**src/rtl/seg_frame_decoder_if.sv**
```systemverilog
// Segment-code stream in, decoded digit/frame status out.
// The source side (sequencer or bench) takes master; the decoder takes slave.
interface seg_frame_decoder_if;
   logic [7:0]  seg_in;
   logic        seg_vld;
   logic [3:0]  digit;
   logic        digit_vld;
   logic [2:0]  pos;
   logic [31:0] frame;
   logic        frame_done;
   logic        match_a;
   logic        match_b;
   logic        bad_code;
   logic [7:0]  err_cnt;

   modport master (
      output seg_in, seg_vld,
      input  digit, digit_vld, pos, frame, frame_done,
             match_a, match_b, bad_code, err_cnt
   );
   modport slave (
      input  seg_in, seg_vld,
      output digit, digit_vld, pos, frame, frame_done,
             match_a, match_b, bad_code, err_cnt
   );
endinterface

```
**src/rtl/seg_frame_decoder.sv**
```systemverilog
// Decodes 7-segment codes back to digits, assembles 8-digit frames and
// compares each completed frame against two stored reference sequences.
module seg_frame_decoder #(
   parameter logic [31:0] SEQ_A     = 32'h16071017,
   parameter logic [31:0] SEQ_B     = 32'h16071005,
   parameter int          FRAME_LEN = 8
) (
   input  logic               clkc,
   input  logic               clr,
   seg_frame_decoder_if.slave bus
);
   localparam logic [2:0] LAST = 3'(FRAME_LEN - 1);

   typedef enum logic {COLLECT, RESYNC} state_t;

   state_t      state;
   logic [31:0] shbuf;
   logic [3:0]  dec;
   logic        legal;
   logic [31:0] nxt_frame;

   always_comb begin
      dec   = 4'h0;
      legal = 1'b1;
      case (bus.seg_in)
         8'b11111100: dec = 4'h0;
         8'b01100000: dec = 4'h1;
         8'b11011010: dec = 4'h2;
         8'b11110010: dec = 4'h3;
         8'b01100110: dec = 4'h4;
         8'b10110110: dec = 4'h5;
         8'b10111110: dec = 4'h6;
         8'b11100000: dec = 4'h7;
         8'b11111110: dec = 4'h8;
         8'b11110110: dec = 4'h9;
         8'b10011110: dec = 4'hE;
         8'b00000000: dec = 4'hF;
         default:     legal = 1'b0;
      endcase
   end

   // The last slot is never stored; the completed frame is the buffer with
   // the incoming digit spliced into the top nibble.
   assign nxt_frame = {dec, shbuf[27:0]};

   always_ff @(posedge clkc or posedge clr) begin
      if (clr) begin
         state          <= COLLECT;
         shbuf          <= '0;
         bus.digit      <= '0;
         bus.digit_vld  <= 1'b0;
         bus.pos        <= '0;
         bus.frame      <= '0;
         bus.frame_done <= 1'b0;
         bus.match_a    <= 1'b0;
         bus.match_b    <= 1'b0;
         bus.bad_code   <= 1'b0;
         bus.err_cnt    <= '0;
      end else begin
         bus.digit_vld  <= 1'b0;
         bus.frame_done <= 1'b0;
         bus.bad_code   <= 1'b0;
         if (bus.seg_vld) begin
            if (!legal) begin
               bus.bad_code <= 1'b1;
               if (bus.err_cnt != 8'hFF) bus.err_cnt <= bus.err_cnt + 8'd1;
               bus.pos <= '0;
               state   <= RESYNC;
            end else if (dec == 4'hF) begin
               bus.digit     <= 4'hF;
               bus.digit_vld <= 1'b1;
               bus.pos       <= '0;
               state         <= COLLECT;
            end else if (state == COLLECT) begin
               bus.digit     <= dec;
               bus.digit_vld <= 1'b1;
               if (bus.pos == LAST) begin
                  bus.frame      <= nxt_frame;
                  bus.frame_done <= 1'b1;
                  bus.match_a    <= (nxt_frame == SEQ_A);
                  bus.match_b    <= (nxt_frame == SEQ_B);
                  bus.pos        <= '0;
               end else begin
                  shbuf[{bus.pos, 2'b00} +: 4] <= dec;
                  bus.pos <= bus.pos + 3'd1;
               end
            end
         end
      end
   end
endmodule

```
**src/flat_wrapper.sv**
```systemverilog
// flat-port wrapper written by rule: the top's interface ports become plain ports
module seg_frame_decoder_flat 
#(
   parameter logic [31:0] SEQ_A     = 32'h16071017,
   parameter logic [31:0] SEQ_B     = 32'h16071005,
   parameter int          FRAME_LEN = 8
)
  (clkc, clr, bus_seg_in, bus_seg_vld, bus_digit, bus_digit_vld, bus_pos, bus_frame, bus_frame_done, bus_match_a, bus_match_b, bus_bad_code, bus_err_cnt);
  seg_frame_decoder_if bus_i ();
  input  logic clkc;
  input  logic clr;
  input wire logic [$bits(bus_i.seg_in)-1:0] bus_seg_in;
  input wire logic [$bits(bus_i.seg_vld)-1:0] bus_seg_vld;
  output wire logic [$bits(bus_i.digit)-1:0] bus_digit;
  output wire logic [$bits(bus_i.digit_vld)-1:0] bus_digit_vld;
  output wire logic [$bits(bus_i.pos)-1:0] bus_pos;
  output wire logic [$bits(bus_i.frame)-1:0] bus_frame;
  output wire logic [$bits(bus_i.frame_done)-1:0] bus_frame_done;
  output wire logic [$bits(bus_i.match_a)-1:0] bus_match_a;
  output wire logic [$bits(bus_i.match_b)-1:0] bus_match_b;
  output wire logic [$bits(bus_i.bad_code)-1:0] bus_bad_code;
  output wire logic [$bits(bus_i.err_cnt)-1:0] bus_err_cnt;
  assign bus_i.seg_in = bus_seg_in;
  assign bus_i.seg_vld = bus_seg_vld;
  assign bus_digit = bus_i.digit;
  assign bus_digit_vld = bus_i.digit_vld;
  assign bus_pos = bus_i.pos;
  assign bus_frame = bus_i.frame;
  assign bus_frame_done = bus_i.frame_done;
  assign bus_match_a = bus_i.match_a;
  assign bus_match_b = bus_i.match_b;
  assign bus_bad_code = bus_i.bad_code;
  assign bus_err_cnt = bus_i.err_cnt;
  seg_frame_decoder #(.SEQ_A(SEQ_A), .SEQ_B(SEQ_B), .FRAME_LEN(FRAME_LEN)) u_core (.clkc(clkc), .clr(clr), .bus(bus_i));
endmodule
```
**config.mk**
```make
export PLATFORM = sky130hd
export DESIGN_NAME = seg_frame_decoder_flat
export DESIGN_NICKNAME = d
export VERILOG_FILES = /design/src/rtl/seg_frame_decoder_if.sv /design/src/rtl/seg_frame_decoder.sv /design/src/flat_wrapper.sv
export SDC_FILE = /design/constraint.sdc
export NUM_CORES = 1
export LEC_CHECK = 0
export CAP_MARGIN = 20
export CELL_PAD_IN_SITES_DETAIL_PLACEMENT = 0
export CELL_PAD_IN_SITES_GLOBAL_PLACEMENT = 2
export CORE_UTILIZATION = 38
export CTS_CLUSTER_SIZE = 24
export DETAILED_ROUTE_END_ITERATION = 16
export GPL_TIMING_DRIVEN = 0
export PLACE_DENSITY = 0.8
export SETUP_SLACK_MARGIN = 0.02
export SLEW_MARGIN = 0
export SYNTH_ARGS = -nofsm -noshare
export SYNTH_HDL_FRONTEND = slang
export SYNTH_SLANG_ARGS = --single-unit
```
**constraint.sdc**
```tcl
create_clock -name clkc -period 3.95 [get_ports clkc]
set_input_delay 0.79 -clock clkc [delete_from_list [all_inputs] [get_ports clkc]]
set_output_delay 0.79 -clock clkc [all_outputs]
set_load 0.01 [all_outputs]
```
# == Word-level counts from Yosys, hierarchy flattened ==
# Cells that the tools add are included.
# word_totals
ff_bits,85
out_inout_bits,52
elab_cells,69
input_bits,11
# classes
reduce_logical,8
mux,22
eq_ne,19
shift,2
n_addsub,3
bitwise,4
# ops
cell,n
$eq 8x8->1 const B,9
$eq 32x29->1 const B,2
$pmux 4 s11,1
$bwmux 32,1
$shift 4x7->32 const A,1
$shiftx 4x7->32,1
$eq 8x7->1 const B,2
$mux 1,14
$mux 3,4
$reduce_or 12->1,1
$reduce_and 5->1,2
$add 8x1->8 const B,1
$logic_not 8->1,1
$mux 4,2
$ne 8x8->1 const B,1
$neg 5->7,1
$reduce_and 3->1,2
$eq 4x4->1 const B,1
$ne 2x2->1 const B,2
$not 1->1,4
$reduce_and 2->1,2
$add 3x1->3 const B,1
$eq 3x3->1 const B,1
$ne 3x3->1 const B,1

# == Logic depth before layout (Yosys ltp) ==
# logic_depth
depth_word,6
ltp_mapped,8
ltp_nobuf,7

# == Least setup slack after synthesis ==
# Ideal clock, no wire load.
# synth_timing
kind,input to register
from,in bus_seg_in[5]
to,reg u_core.bus.frame[0]
setup_time_ns,0.125
t_required_ns,3.825
path_stages,7
arrival_time_ns,2.698
path_buffers,2
path_slack_ns,1.127
cell_sequence,buf_2 and3_4 o211a_1 a211o_1 o31ai_2 buf_2 mux2_2
# synth_via
elab_chain_cells,5
word_cells_on_any_way,18
classes_between,12 x eq/ne; 2 x mux; 1 x bitwise; 3 x reduce/logical
# synth_lines
element,line_no,rtl
"start, declared",flat_wrapper.sv:12,input wire logic [$bits(bus_i.seg_in)-1:0] bus_seg_in;
$eq 8x8->1 (tied with other cells),seg_frame_decoder.sv:25,case (bus.seg_in)
$pmux 4 s11,seg_frame_decoder.sv:25,
$eq 4x4->1,seg_frame_decoder.sv:69,end else if (dec == 4'hF) begin
$not 1->1 (no line),n/a,
$reduce_and 5->1 (no line) (*),n/a,
"end signal, assigned",seg_frame_decoder.sv:78,bus.frame <= nxt_frame;
"end, declared",seg_frame_decoder_if.sv:23,"output digit, digit_vld, pos, frame, frame_done,"
# Every way passes the cells marked *; elsewhere a longest branch is shown, timed or not.
# A chain may end at the register's enable or synchronous reset.

# == Worst setup path after layout ==
# layout_timing
from,in bus_seg_in[7]
to,reg u_core.bus.frame[13]
# The elaborated chain is that of the path after synthesis.

==> run summary <==
The flow ran to the end, and the final reports show no timing, DRC or antenna violations. Entering global routing, the biggest net connects 56 pins. For the final database, setup skew stands at 0.00814 ns. Capture instance of the worst register-to-register path: u_core.shbuf[18]$_DFFE_PP0P_. Per report_power, the sequential group accounts for 51.5% of the total. Data arrives at the worst endpoint at 3.53 ns. The final wirelength was 7740 um; the wire length of the first global-routing pass was 13000 um. The logs give 277 for the synthesized instance count and 0 for the number of hold-repair buffers added at the cts stage. Leading register cell type out of synthesis: sky130_fd_sc_hd__dfrtp_1.

In this run the power density over the cells is 381 nW/um2. 63 I/O pins were placed. The synthesized netlist devotes 1.72% of its cell area to adder and majority cells. After Yosys synthesis, and, or, nand and nor cells account for 13.7% of the synthesized area. The multiplexer share of the synthesized area is 20.1%. Buffers placed on the I/O ports in this run total 59.

The tightest min-delay check is of the reg -> reg type. The insertion delay to the later sink of the worst-skew pair was 0.35 ns; the cell count after placement was 466. The count of distinct cell types in the synthesized netlist is 48.

The die width is 99.8 um, and the post-synthesis cell area is 3640 um2. Of the total power, the share spent switching nets is 26.4%. The logs give 364 for the final-stage net count and 4 for the total iterations of the first detailed-routing run.

The worst path uses 83.5% of the clock period. The max-slew violation count is 0. Setup repair after global routing left no endpoint under its margin. The logs give 2.17 nW for the leakage power total and 2030 um2 for the sequential cell area. The xor and xnor fraction of the mapped netlist area was 1.93%. By area, the combinational part of the netlist is dominated by multiplexers.

After detailed routing, the number of remaining DRC violations is 0. No sink is reached through more buffers than the 2 on the longest clock path. The run gives 35 as the number of rows in the core area. The async set-or-reset flop fraction in the synthesized netlist is 100%, and the required time of the worst setup path is 4.19 ns. In this run the remaining antenna-violating nets after routing total 0. The floorplan step defined a die boundary enclosing 9970 um2. Capturing element type of the critical path: a register. The run gives 0 as the overflow left after global routing.

The measured slew at the worst slew-check pin is 0.911 ns, and the clock input transition at the sequential cells of the worst setup and hold paths is 0.09 ns. The largest fanout of any net on the critical path is 10. TritonCTS built the clock tree.

For the filler cell count, the log shows 844. Sequential cell area fraction in the yosys report: 55.7%. Buffers inserted during clock tree synthesis total 9.

In the final layout, the share of cells above drive strength 1 is 28.3%. Post-detailed-placement half-perimeter wirelength: 5350 um. Once the floorplan was initialized, standard cells occupied 39.4% of the core.

In this run the worst setup path begins at bus_seg_in[7]. The logs give 0 for the Yosys warning count and 0 for the number of antenna repair diodes. The number of setup buffers added after CTS is 0. At the end of routability-driven placement, the weighted congestion stood at 0.738.

Across every metal layer, demand over resource in global routing totals 17.0%. The run gives 2500 as the number of global-route vias before repair. CTS built an H-tree with a depth of 3. The startpoint identified for the worst hold timing path is u_core.bus.match_a$_DFFE_PP0P_. After detailed routing, the number of vias per cell comes to 5.10. The worst path in the final design needs a cycle of 3.30 ns, including I/O delays and setup. After detailed routing, the average wire length per cell comes to 16.0 um. Worst setup path endpoint: u_core.bus.frame[13]$_DFFE_PP0P_.

The run gives 39.2% as the normalized max-slew margin. Derived from the worst setup path, the maximum achievable clock frequency is 303 MHz. The logs give 0.232 mV for the maximum resistive drop on vdd and 1520 um2 for the area used by multi-input combinational logic. The setup check on the worst reg-to-reg path leaves a slack of 1.13 ns. The first routing iteration left 142 violations. The run gives 0 as the number of hold violations in the final report. The synthesized design contains 0 enable-type register cells. The sort of element at the start of the critical path is a primary input.

Per report_power, the clock group accounts for 36.1% of the total. The critical path is of the in -> reg type. Summed over all nets, the switching power comes to 0.000467 W. The overall via count from detail_route was 2460. After synthesis, the mean cell area works out to 13.1 um2.

Counting cells, the worst reg-to-reg path comes to 7. The final standard cell count with taps included and fillers excluded is 482. The synthesized netlist devotes 4.40% of its cell area to compound gates. The total number of clock tree sinks was 81.

The tools report the number of max-cap violations as 0. Once the clock tree was built, the resizer swapped 0 gates to a different size. Master cell of the clock root buffer: sky130_fd_sc_hd__clkbuf_8. The internal power consumption is 0.00130 W. Combinational logic is responsible for 12.3% of the overall power. The area added between synthesis and finish works out to 27.3%. Summed over all failing endpoints, the final setup total negative slack is 0 ns.

The number of nets in the synthesized netlist came out at 293. The tools report the beginning of the worst register-to-register path as u_core.bus.pos[0]$_DFFE_PP0P_. The height of the die is 99.8 um.

Setup violations remaining at the end of the flow were counted as 0. The register bit total from synthesis came out at 81. The tools report the total core area as 9240 um2. The number of antenna violations at the first check in global routing was 0.
cells in the final DEF, fill, tap and decap left out, types with 3 or more instances in the layout:
master,n
sky130_fd_sc_hd__nand2_1,18
sky130_fd_sc_hd__mux2_2,65
sky130_fd_sc_hd__xor2_1,7
sky130_fd_sc_hd__dfrtp_1,81
sky130_fd_sc_hd__buf_2,5
sky130_fd_sc_hd__nor3_1,9
sky130_fd_sc_hd__and3_1,4
sky130_fd_sc_hd__nand4_1,5
sky130_fd_sc_hd__ha_1,5
sky130_fd_sc_hd__clkbuf_8,10
sky130_fd_sc_hd__nor4bb_1,4
sky130_fd_sc_hd__inv_1,6
sky130_fd_sc_hd__nor4_1,4
sky130_fd_sc_hd__nand4b_1,3
sky130_fd_sc_hd__nor2_1,10
sky130_fd_sc_hd__clkdlybuf4s50_1,59
sky130_fd_sc_hd__nand3_1,4
sky130_fd_sc_hd__nand3b_1,3
Yosys cell counts, types with 3 or more instances:
cell	count	area share, %
sky130_fd_sc_hd__nand3_1	4	0.55
sky130_fd_sc_hd__nor4_1	4	0.69
sky130_fd_sc_hd__nor4bb_1	4	1.1
sky130_fd_sc_hd__inv_1	7	0.72
sky130_fd_sc_hd__dfrtp_1	81	56
sky130_fd_sc_hd__nor2_1	10	1.0
sky130_fd_sc_hd__and3_1	4	0.69
sky130_fd_sc_hd__nor3_1	9	1.2
sky130_fd_sc_hd__xor2_1	7	1.7
sky130_fd_sc_hd__nand3b_1	3	0.62
sky130_fd_sc_hd__nand2_1	18	1.9
sky130_fd_sc_hd__nand4b_1	3	0.72
sky130_fd_sc_hd__buf_2	5	0.69
sky130_fd_sc_hd__ha_1	5	1.7
sky130_fd_sc_hd__mux2_2	65	20
sky130_fd_sc_hd__nand4_1	5	0.86
power by group through the flow:
stage | Combinational (W) | Clock, W | Sequential [W]
global route | 0.000243 | 0.000697 | 0.000916
finish | 0.000218 | 0.000637 | 0.000909
floorplan | 0.0000923 | 0 | 0.000936
global placement | 0.000214 | 0 | 0.000924
detailed placement | 0.000221 | 0 | 0.000926
CTS | 0.000221 | 0.000658 | 0.000910
worst max-delay path, cell delays in order:
cell and delay, ns:
sky130_fd_sc_hd__clkdlybuf4s50_1 0.51, sky130_fd_sc_hd__and3_4 0.22, sky130_fd_sc_hd__o211a_1 0.25, sky130_fd_sc_hd__a211o_1 0.34
sky130_fd_sc_hd__o31ai_2 0.65, sky130_fd_sc_hd__buf_2 0.40, sky130_fd_sc_hd__mux2_2 0.37
area by class of cell:
class                   instances  area share, %
flip-flops and latches         81           43.8
multi-input cells             179           32.9
repair buffers                 60           13.3
well taps                     129           3.49
clock buffers                  10           2.97
clock inverters                 6           1.59
plain buffers                  10           1.30
inverters                       7          0.621
metrics by stage:
step | power (W) | cell area [um2] | setup slack [ns] | utilization, % | hold WS (ns)
floorplan | 0.00103 | 3640 | 1.08 | - | 0.466
global placement | 0.00114 | 4390 | -0.244 | 47.5 | 0.471
detailed placement | 0.00115 | 4420 | 0.252 | 47.8 | 0.478
CTS | 0.00179 | 4630 | 0.624 | 50.1 | 0.497
global route | 0.00186 | 4630 | 0.370 | 50.1 | 0.517
finish | 0.00176 | 4630 | 0.653 | 50.1 | 0.486
how the worst min path moves through the flow:
stage | slack (ns) | endpoint | depth (start not counted)
3_5_place_dp | 0.48 | u_core.bus.match_a$_DFFE_PP0P_ | 2
4_1_cts | 0.50 | u_core.bus.match_a$_DFFE_PP0P_ | 2
3_3_place_gp | 0.47 | u_core.bus.match_a$_DFFE_PP0P_ | 2
5_1_grt | 0.52 | u_core.bus.match_a$_DFFE_PP0P_ | 2
6_report | 0.49 | u_core.bus.match_a$_DFFE_PP0P_ | 2
2_1_floorplan | 0.47 | u_core.bus.match_b$_DFFE_PP0P_ | 1
kinds of logic (layout without fill, tap and decap cells):
kind of cell,count (synthesis),count (layout)
adder cells (fa/ha/maj),5,5
multiplexers,65,65
XOR/XNOR,8,8
AO/OA/AOI/OAI,20,20
AND/OR/NAND/NOR,81,81
buffers and inverters,17,93
flip-flops,81,81
registers in the layout, summed over array words and instances (netlist names):
register / count
u_core.bus.frame: 32
u_core.shbuf: 28
u_core.bus.err_cnt: 8
u_core.bus.digit: 4
u_core.bus.pos: 3
u_core.bus.bad_code: 1
u_core.bus.digit_vld: 1
u_core.bus.frame_done: 1
u_core.bus.match_a: 1
u_core.bus.match_b: 1
u_core.state: 1
layer usage:
metal | vias to the layer above | part of all wire [%] | track usage [%]
li1 | 1156 | - | -
met1 | 1244 | 49 | 25.0
met2 | 49 | 46 | 24.6
met3 | 11 | 3.0 | 3.27
met4 | 0 | 1.6 | 6.90
met5 | - | 0 | 0
Note: power is estimated with default switching activity, not from simulation.
